[src/rtl/serial_sub.sv]
// serial_sub: bit-serial two's-complement subtractor.
//
// On an accepted start, A and B are latched and A - B is formed one bit per clock, LSB
// first, through a single full-subtractor cell and a borrow flip-flop. After WIDTH shift
// cycles the difference and the final borrow are published. A one-cycle DONE state then
// returns the block to IDLE.
//
// Ports:
//   clk    rising-edge clock
//   rst_n  asynchronous active-low reset
//   start  request; sampled only while idle
//   a      minuend, captured on the accepting edge
//   b      subtrahend, captured on the accepting edge
//   busy   high in SHIFT and DONE
//   done   one-cycle pulse while in DONE
//   diff   (A - B) mod 2^WIDTH; held until the next result is published
//   bout   final borrow (A < B unsigned); held like diff
module serial_sub #(
  parameter int unsigned WIDTH = 8
) (
  input  logic             clk,
  input  logic             rst_n,
  input  logic             start,
  input  logic [WIDTH-1:0] a,
  input  logic [WIDTH-1:0] b,
  output logic             busy,
  output logic             done,
  output logic [WIDTH-1:0] diff,
  output logic             bout
);

  localparam int unsigned     CntW    = (WIDTH > 1) ? $clog2(WIDTH) : 1;
  localparam logic [CntW-1:0] CntLast = CntW'(WIDTH - 1);

  typedef enum logic [1:0] {StIdle, StShift, StDone} state_e;

  state_e state_q, state_d;

  logic [WIDTH-1:0] sa_q, sa_d;
  logic [WIDTH-1:0] sb_q, sb_d;
  logic [WIDTH-1:0] res_q, res_d;
  logic [WIDTH-1:0] diff_q, diff_d;
  logic             borrow_q, borrow_d;
  logic             bout_q, bout_d;
  logic [CntW-1:0]  cnt_q, cnt_d;

  logic accept;
  logic last_shift;
  logic d_bit;
  logic borrow_nxt;

  assign accept     = (state_q == StIdle) && start;
  assign last_shift = (state_q == StShift) && (cnt_q == CntLast);

  // Full-subtractor cell on the current LSBs.
  assign d_bit      = sa_q[0] ^ sb_q[0] ^ borrow_q;
  assign borrow_nxt = (~sa_q[0] & sb_q[0]) | (~(sa_q[0] ^ sb_q[0]) & borrow_q);

  // State register
  always_ff @(posedge clk or negedge rst_n) begin
    if (!rst_n) begin
      state_q <= StIdle;
    end else begin
      state_q <= state_d;
    end
  end

  // Next-state logic
  always_comb begin
    state_d = state_q;
    unique case (state_q)
      StIdle:  if (start) state_d = StShift;
      StShift: if (cnt_q == CntLast) state_d = StDone;
      StDone:  state_d = StIdle;
      default: state_d = StIdle;
    endcase
  end

  // Outputs
  always_comb begin
    busy = (state_q != StIdle);
    done = (state_q == StDone);
    diff = diff_q;
    bout = bout_q;
  end

  // Datapath next-state
  always_comb begin
    sa_d     = sa_q;
    sb_d     = sb_q;
    res_d    = res_q;
    borrow_d = borrow_q;
    cnt_d    = cnt_q;
    diff_d   = diff_q;
    bout_d   = bout_q;

    if (accept) begin
      sa_d     = a;
      sb_d     = b;
      res_d    = '0;
      borrow_d = 1'b0;
      cnt_d    = '0;
    end else if (state_q == StShift) begin
      sa_d     = {1'b0, sa_q[WIDTH-1:1]};
      sb_d     = {1'b0, sb_q[WIDTH-1:1]};
      // New bit enters at the MSB; after WIDTH shifts bit i lands at position i.
      res_d    = {d_bit, res_q[WIDTH-1:1]};
      borrow_d = borrow_nxt;
      cnt_d    = cnt_q + CntW'(1);
    end

    // Publish on the DONE-entry edge, including the bit being formed on that edge.
    if (last_shift) begin
      diff_d = res_d;
      bout_d = borrow_nxt;
    end
  end

  // Datapath registers
  always_ff @(posedge clk or negedge rst_n) begin
    if (!rst_n) begin
      sa_q     <= '0;
      sb_q     <= '0;
      res_q    <= '0;
      borrow_q <= 1'b0;
      cnt_q    <= '0;
      diff_q   <= '0;
      bout_q   <= 1'b0;
    end else begin
      sa_q     <= sa_d;
      sb_q     <= sb_d;
      res_q    <= res_d;
      borrow_q <= borrow_d;
      cnt_q    <= cnt_d;
      diff_q   <= diff_d;
      bout_q   <= bout_d;
    end
  end

endmodule

[config.mk]
export PLATFORM = sky130hd
export DESIGN_NAME = serial_sub
export DESIGN_NICKNAME = d
export VERILOG_FILES = /design/src/rtl/serial_sub.sv
export SDC_FILE = /design/constraint.sdc
export NUM_CORES = 1
export LEC_CHECK = 0
export ABC_CLOCK_PERIOD_IN_PS = 1800
export CORE_MARGIN = 2
export CORE_UTILIZATION = 46
export CTS_CLUSTER_SIZE = 24
export DETAILED_ROUTE_END_ITERATION = 8
export PLACE_DENSITY = 0.74
export SKIP_CTS_REPAIR_TIMING = 1
export SLEW_MARGIN = 15
export SYNTH_ARGS = -nofsm -noshare
export SYNTH_HDL_FRONTEND = slang
export SYNTH_SLANG_ARGS = --single-unit
[constraint.sdc]
create_clock -name clk -period 1.8 [get_ports clk]
set_clock_uncertainty 0.2 [all_clocks]
set_input_delay 0.36 -clock clk [delete_from_list [all_inputs] [get_ports clk]]
set_output_delay 0.36 -clock clk [all_outputs]
set_load 0.02 [all_outputs]
==> results_dict.tcl, run 1 <==
set metrics [dict create \
    outcome "finished clean" \
    die-height_um 63.81 \
    cts.sinks 38 \
    slew_headroom 0.7166 \
    synth_xor_area_frac 0 \
    yosys-top-cells-area "sky130_fd_sc_hd__dfrtp_1, sky130_fd_sc_hd__nor3_1, sky130_fd_sc_hd__nor3b_1" \
    die_w_um 63.81 \
    cell_internal_pwr_mw 2.264 \
    clockPowerShare 0.165 \
    global_route.usage.met3 0.05282 \
    worst-slew-pin-transition_ns 0.4251 \
    rsz0062_at_grt "false" \
    grt_max_degree 24 \
    pwr-share-comb 0.410 \
    buffer_ports.inserted 29 \
    synth.most_common_cell "sky130_fd_sc_hd__dfrtp_1" \
    complex_gate_fraction_of_the_synthesized_area 0.1042 \
    worst_ir_drop_vdd_v 0.0008234 \
    synth_top_area_share 0.5779 \
    worst-setup-path-type "flip-flop to primary output" \
    layout_min_cycle_time_ns 1.729 \
    critical_path_peak_fanout 4 \
    worst-endpoint-arrival_ns 1.17 \
    finalHoldViolations 0 \
    core_um2 3390 \
    critical_path.slowest_cell "sky130_fd_sc_hd__dfrtp_1" \
    met1_global_route_usage 0.2503 \
    power.switching_mw 1.194 \
    worstPathCellList "nor2b_1 > dlymetal6s2s_1" \
    switching_share 0.3452 \
    yosysTopAreaCell "sky130_fd_sc_hd__dfrtp_1" \
    yosys_cell_types 25 \
    syn-instance-count 145 \
    power_mw 3.457 \
    grtUsageMet2 0.2786 \
    global_route.overflow_total 0 \
    synth_top_family_by_area "simple AND/OR/NAND/NOR gates" \
    die-area_um2 4071 \
    post_synth_edffs 0 \
    avgSynthCellArea_um2 11.35 \
    async_s_r_ff_share_synth 1.000 \
    crit_buf_inv 1 \
    setup_viol 0 \
    avgRoutedWirePerCell_um 13.78 \
    synthToLayoutAreaGrowth_pct 30.72 \
    clock_insertion_delay_worst_skew_ns 0.34 \
    drt-vias-per-instance 5.257 \
    fin_tns_setup_ns 0 \
    fraction_of_the_mapped_netlist_area_in_simple_logic_gates 0.1970 \
    globalplace.congestion 0.7582 \
    critPathMaxStageDelay_ns 0.44 \
    top_cells_by_instance_count_after_synthesis "sky130_fd_sc_hd__dfrtp_1, sky130_fd_sc_hd__nor3_1, sky130_fd_sc_hd__nor2_1" \
    total_leakage_power_nw 1.091 \
    cts_root_buffer "sky130_fd_sc_hd__clkbuf_4" \
    grt_pass1_wl_um 5720 \
    nets 205 \
    detail_route.wirelength_um 3169 \
    endpoint_kind "primary output" \
    grt_busiest_layer "met2" \
    post-route-drc-count 0 \
    synth_warnings 0 \
    worst_r2r_startpoint "cnt_q[0]" \
    via_count 1209 \
    p_per_area_nw_per_um2 1607 \
    floorplan.initialDensity 0.4854 \
    cts_inserted_buffers 5 \
    critical_path_depth 2 \
    drv.max_cap_violation_count 0 \
    max-clock-path-buffers 2 \
    clk_pin_slew_ns 0.11 \
    layout.core_utilization 0.6346 \
    synth-seq-cells 38 \
    number_of_global_route_vias_before_repair 1238 \
    tritoncts "yes" \
    syn-cell-area_um2 1645 \
    drt-initial-drc-count 67 \
    floorplan.io_pins 30 \
    top_cell_family_by_delay_on_the_critical_path "flip-flops" \
    synth.area.mux_share 0.05475 \
    synth_adder_area_share 0.02738 \
    worstRegToRegCells 5 \
    antenna-diode-count 0 \
    hold_path_class "input port to asynchronous set/reset pin" \
    drt.antenna.violating_nets 0 \
    ys_dominant_reg_cell "sky130_fd_sc_hd__dfrtp_1" \
    max_freq_mhz 578.4 \
    crit_required_ns 1.24 \
    synth.net_count 167 \
    crit_path_start "state_q[0]" \
    sequentialPowerShare 0.425 \
    layout-drive-gt1-share 0.1685 \
    final_max_slew_viol_count 0 \
    hold_ws_ns 0.2620 \
    post-route-cell-area_um2 2151 \
    drt_pre_antenna_iters 4 \
    cts_htree_levels 2 \
    post_dp_hpwl_um 2257 \
    std_cell_rows 21 \
    grt_util_all_layers 0.1831 \
    timing.final.crit_share 0.9605 \
    antenna_found_initial 0 \
    start_kind "flip-flop" \
    post_dp_cell_area_um2 2034 \
    seq_area_frac_synth 0.5779 \
]
[worst register-to-register path: cells and delay by family (launching register included)]
kind,cells,cell delay (ns)
flops,1,0.42
simple gates,1,0.12
buf+inv,1,0.14
mux,1,0.34
fa+ha+maj,2,0.40
[layer usage]
layer | wire [µm] | vias up
li1 | - | 591
met1 | 1461 | 589
met2 | 1523 | 23
met3 | 135 | 6
met4 | 49 | 0
met5 | 0 | -
[power groups by stage]
stage | logic [mW] | registers (mW) | clock network, mW
after floorplan | 0.858 | 1.54 | 0
after global placement | 1.39 | 1.47 | 0
after detailed placement | 1.45 | 1.49 | 0
after CTS | 1.46 | 1.47 | 0.586
after global routing | 1.60 | 1.53 | 0.637
final | 1.42 | 1.47 | 0.569
[kinds of logic (layout without fill, tap and decap cells)]
family / after synthesis / count (layout)
compound gates: 21 / 21
buf+inv: 14 / 53
flops: 38 / 38
simple gates: 61 / 61
fa+ha+maj: 3 / 3
mux: 8 / 8
[worst paths after layout]
kind	to	slack, ns
max	done	0.07
max in group asynchronous	diff[3]	0.68
min in group clk	diff[7]	0.30
max reg2reg	diff[3]	0.09
min reg2reg	diff[7]	0.30
min	sa_q[4]	0.26
[final cells by class]
cell class	instances	area, µm²
clock inverter	3	40.04
fill	279	1239
multi-input combinational	93	635.6
sequential	38	950.9
timing repair buffer	41	414.1
inverter	4	15.01
clock buffer	5	37.54
tap	46	57.56
[sequential cells by signal, summed over array words and instances (netlist names)]
| register | count |
|---|---|
| bout | 1 |
| res_q | 7 |
| diff | 8 |
| sa_q | 8 |
| state_q | 2 |
| borrow_q | 1 |
| cnt_q | 3 |
| sb_q | 8 |
[stage by stage]
stage / setup slack [ns] / std cells
final: 0.07108 / 230
after floorplan: 0.09851 / 145
after global placement: -0.01848 / 221
after detailed placement: -0.1193 / 221
after global routing: 0.005036 / 230
after CTS: -0.3544 / 229
[cell usage in the layout, fill, tap and decap left out, drive strengths merged, types with 2 or more instances in the layout]
master and instances:
a32o 2, dfrtp 38, o21ai 4, inv 4
buf 12, nor3 24, clkbuf 6, nor3b 12
clkinv 2, a22o 9, nand2 4, mux2 8
ha 2, clkdlybuf4s50 17, nor2 14, nand2b 4
dlymetal6s2s 10, a221o 2
(Power assumes the default switching activity.)
==> run 2, diff against run 1 <==
Settings changed: GPL_TIMING_DRIVEN set to 0.
==> results_dict.tcl, run 2 (synthesis gave the netlist of run 1 again) <==
set metrics [dict create \
    via_count 1251 \
    critPathMaxStageDelay_ns 0.45 \
    worst-slew-pin-transition_ns 0.4818 \
    avgRoutedWirePerCell_um 14.45 \
    critical_path.slowest_cell "sky130_fd_sc_hd__dfrtp_2" \
    cts_htree_levels 2 \
    global_route.overflow_total 0 \
    post_dp_cell_area_um2 2016 \
    critical_path_peak_fanout 6 \
    p_per_area_nw_per_um2 1548 \
    setup_viol 2 \
    drt.antenna.violating_nets 0 \
    grt_max_degree 21 \
    rsz0062_at_grt "true" \
    final_max_slew_viol_count 0 \
    final_common_cell "sky130_fd_sc_hd__dfrtp_1" \
    setup_ws_ns -0.05194 \
    die_w_um 63.81 \
    nets 213 \
    number_of_global_route_vias_before_repair 1296 \
    floorplan.initialDensity 0.4854 \
    detail_route.wirelength_um 3440 \
    post-route-cell-area_um2 2235 \
    worstPathCellList "buf_6 > buf_8 > nor2b_4 > buf_6" \
    clock_insertion_delay_worst_skew_ns 0.34 \
    worst-endpoint-arrival_ns 1.29 \
    drt-initial-drc-count 63 \
    failed_checks "setup timing" \
    clk_pin_slew_ns 0.11 \
    die-area_um2 4071 \
    crit_buf_inv 3 \
    grt_util_all_layers 0.1884 \
    outcome "finished, violations left" \
    cts.sinks 38 \
    crit_required_ns 1.24 \
    hold_path_class "input port to asynchronous set/reset pin" \
    die-height_um 63.81 \
    worst_ir_drop_vdd_v 0.0008261 \
    top_cell_family_by_delay_on_the_critical_path "flip-flops" \
    cts_root_buffer "sky130_fd_sc_hd__clkbuf_4" \
    worst-setup-path-type "flip-flop to primary output" \
    start_kind "flip-flop" \
    grt_pass1_wl_um 5920 \
    layout_min_cycle_time_ns 1.852 \
    cp_common_cell "sky130_fd_sc_hd__buf_6" \
    core_um2 3390 \
    globalplace.congestion 0.7622 \
    drv.max_cap_violation_count 0 \
    final_cell_mix "sky130_fd_sc_hd__dfrtp_1, sky130_fd_sc_hd__nor3_1, sky130_fd_sc_hd__clkdlybuf4s50_1" \
    post_dp_hpwl_um 2314 \
    antenna_found_initial 0 \
    buffer_ports.inserted 29 \
    synthToLayoutAreaGrowth_pct 35.82 \
    floorplan.io_pins 30 \
    antenna-diode-count 0 \
    tritoncts "yes" \
    total_leakage_power_nw 1.105 \
    layout-drive-gt1-share 0.2240 \
    drt-vias-per-instance 5.256 \
    drt_pre_antenna_iters 4 \
    slew_headroom 0.6788 \
    post-route-drc-count 0 \
    std_cell_rows 21 \
    fin_tns_setup_ns -0.05627 \
    max-clock-path-buffers 2 \
    cts_inserted_buffers 5 \
    finalHoldViolations 0 \
    timing.final.crit_share 1.029 \
    max_freq_mhz 540.0 \
    endpoint_kind "primary output" \
]
==> run 2: where the power goes <==
group,internal [mW],switching (mW),total [mW]
sequential,1.24,0.233,1.47
combinational,0.807,0.719,1.53
clock,0.188,0.274,0.462
total,2.23,1.23,3.46
==> run 2: path summary, 6_finish.rpt <==
path	startpoint	end	slack [ns]	cells past startpoint
setup reg to reg	cnt_q[1]	diff[6]	0.06	5
hold / removal	rst_n	sa_q[4]	0.30	2
min in group clk	bout	bout	0.31	2
max in group asynchronous	rst_n	state_q[1]	0.63	3
hold reg to reg	bout	bout	0.31	2
setup / recovery	state_q[1]	done	-0.05	4
==> run 2: cell type report <==
cell class              instances  area, µm²
plain buffers                  10      83.83
clock buffers                   6      51.30
clock inverters                 2      12.51
fillers                       265       1155
inverters                       4      15.01
multi-input cells              93      650.6
flip-flops and latches         38      952.2
well taps                      46      57.56
repair buffers                 39      411.6
==> run 2: stage by stage <==
step	hold WS [ns]	worst slack (ns)	power, mW	instances	util
final	0.3013	-0.05194	3.458	238	0.6593
after global routing	0.3099	-0.1144	3.749	238	0.6593
after CTS	-0.2451	-0.8514	3.363	229	0.6135
after detailed placement	0.1395	-0.4505	2.891	221	0.5947
after global placement	0.2649	-0.6292	2.822	220	0.5880
after floorplan	-0.1356	0.09851	2.394	145	-
==> run 2: per-layer routing <==
| metal | GRT usage | part of all wire |
|---|---|---|
| met5 | 0 | 0 |
| met4 | 0.07065 | 0.0096 |
| met3 | 0.05634 | 0.041 |
| met2 | 0.2956 | 0.50 |
| met1 | 0.2465 | 0.45 |
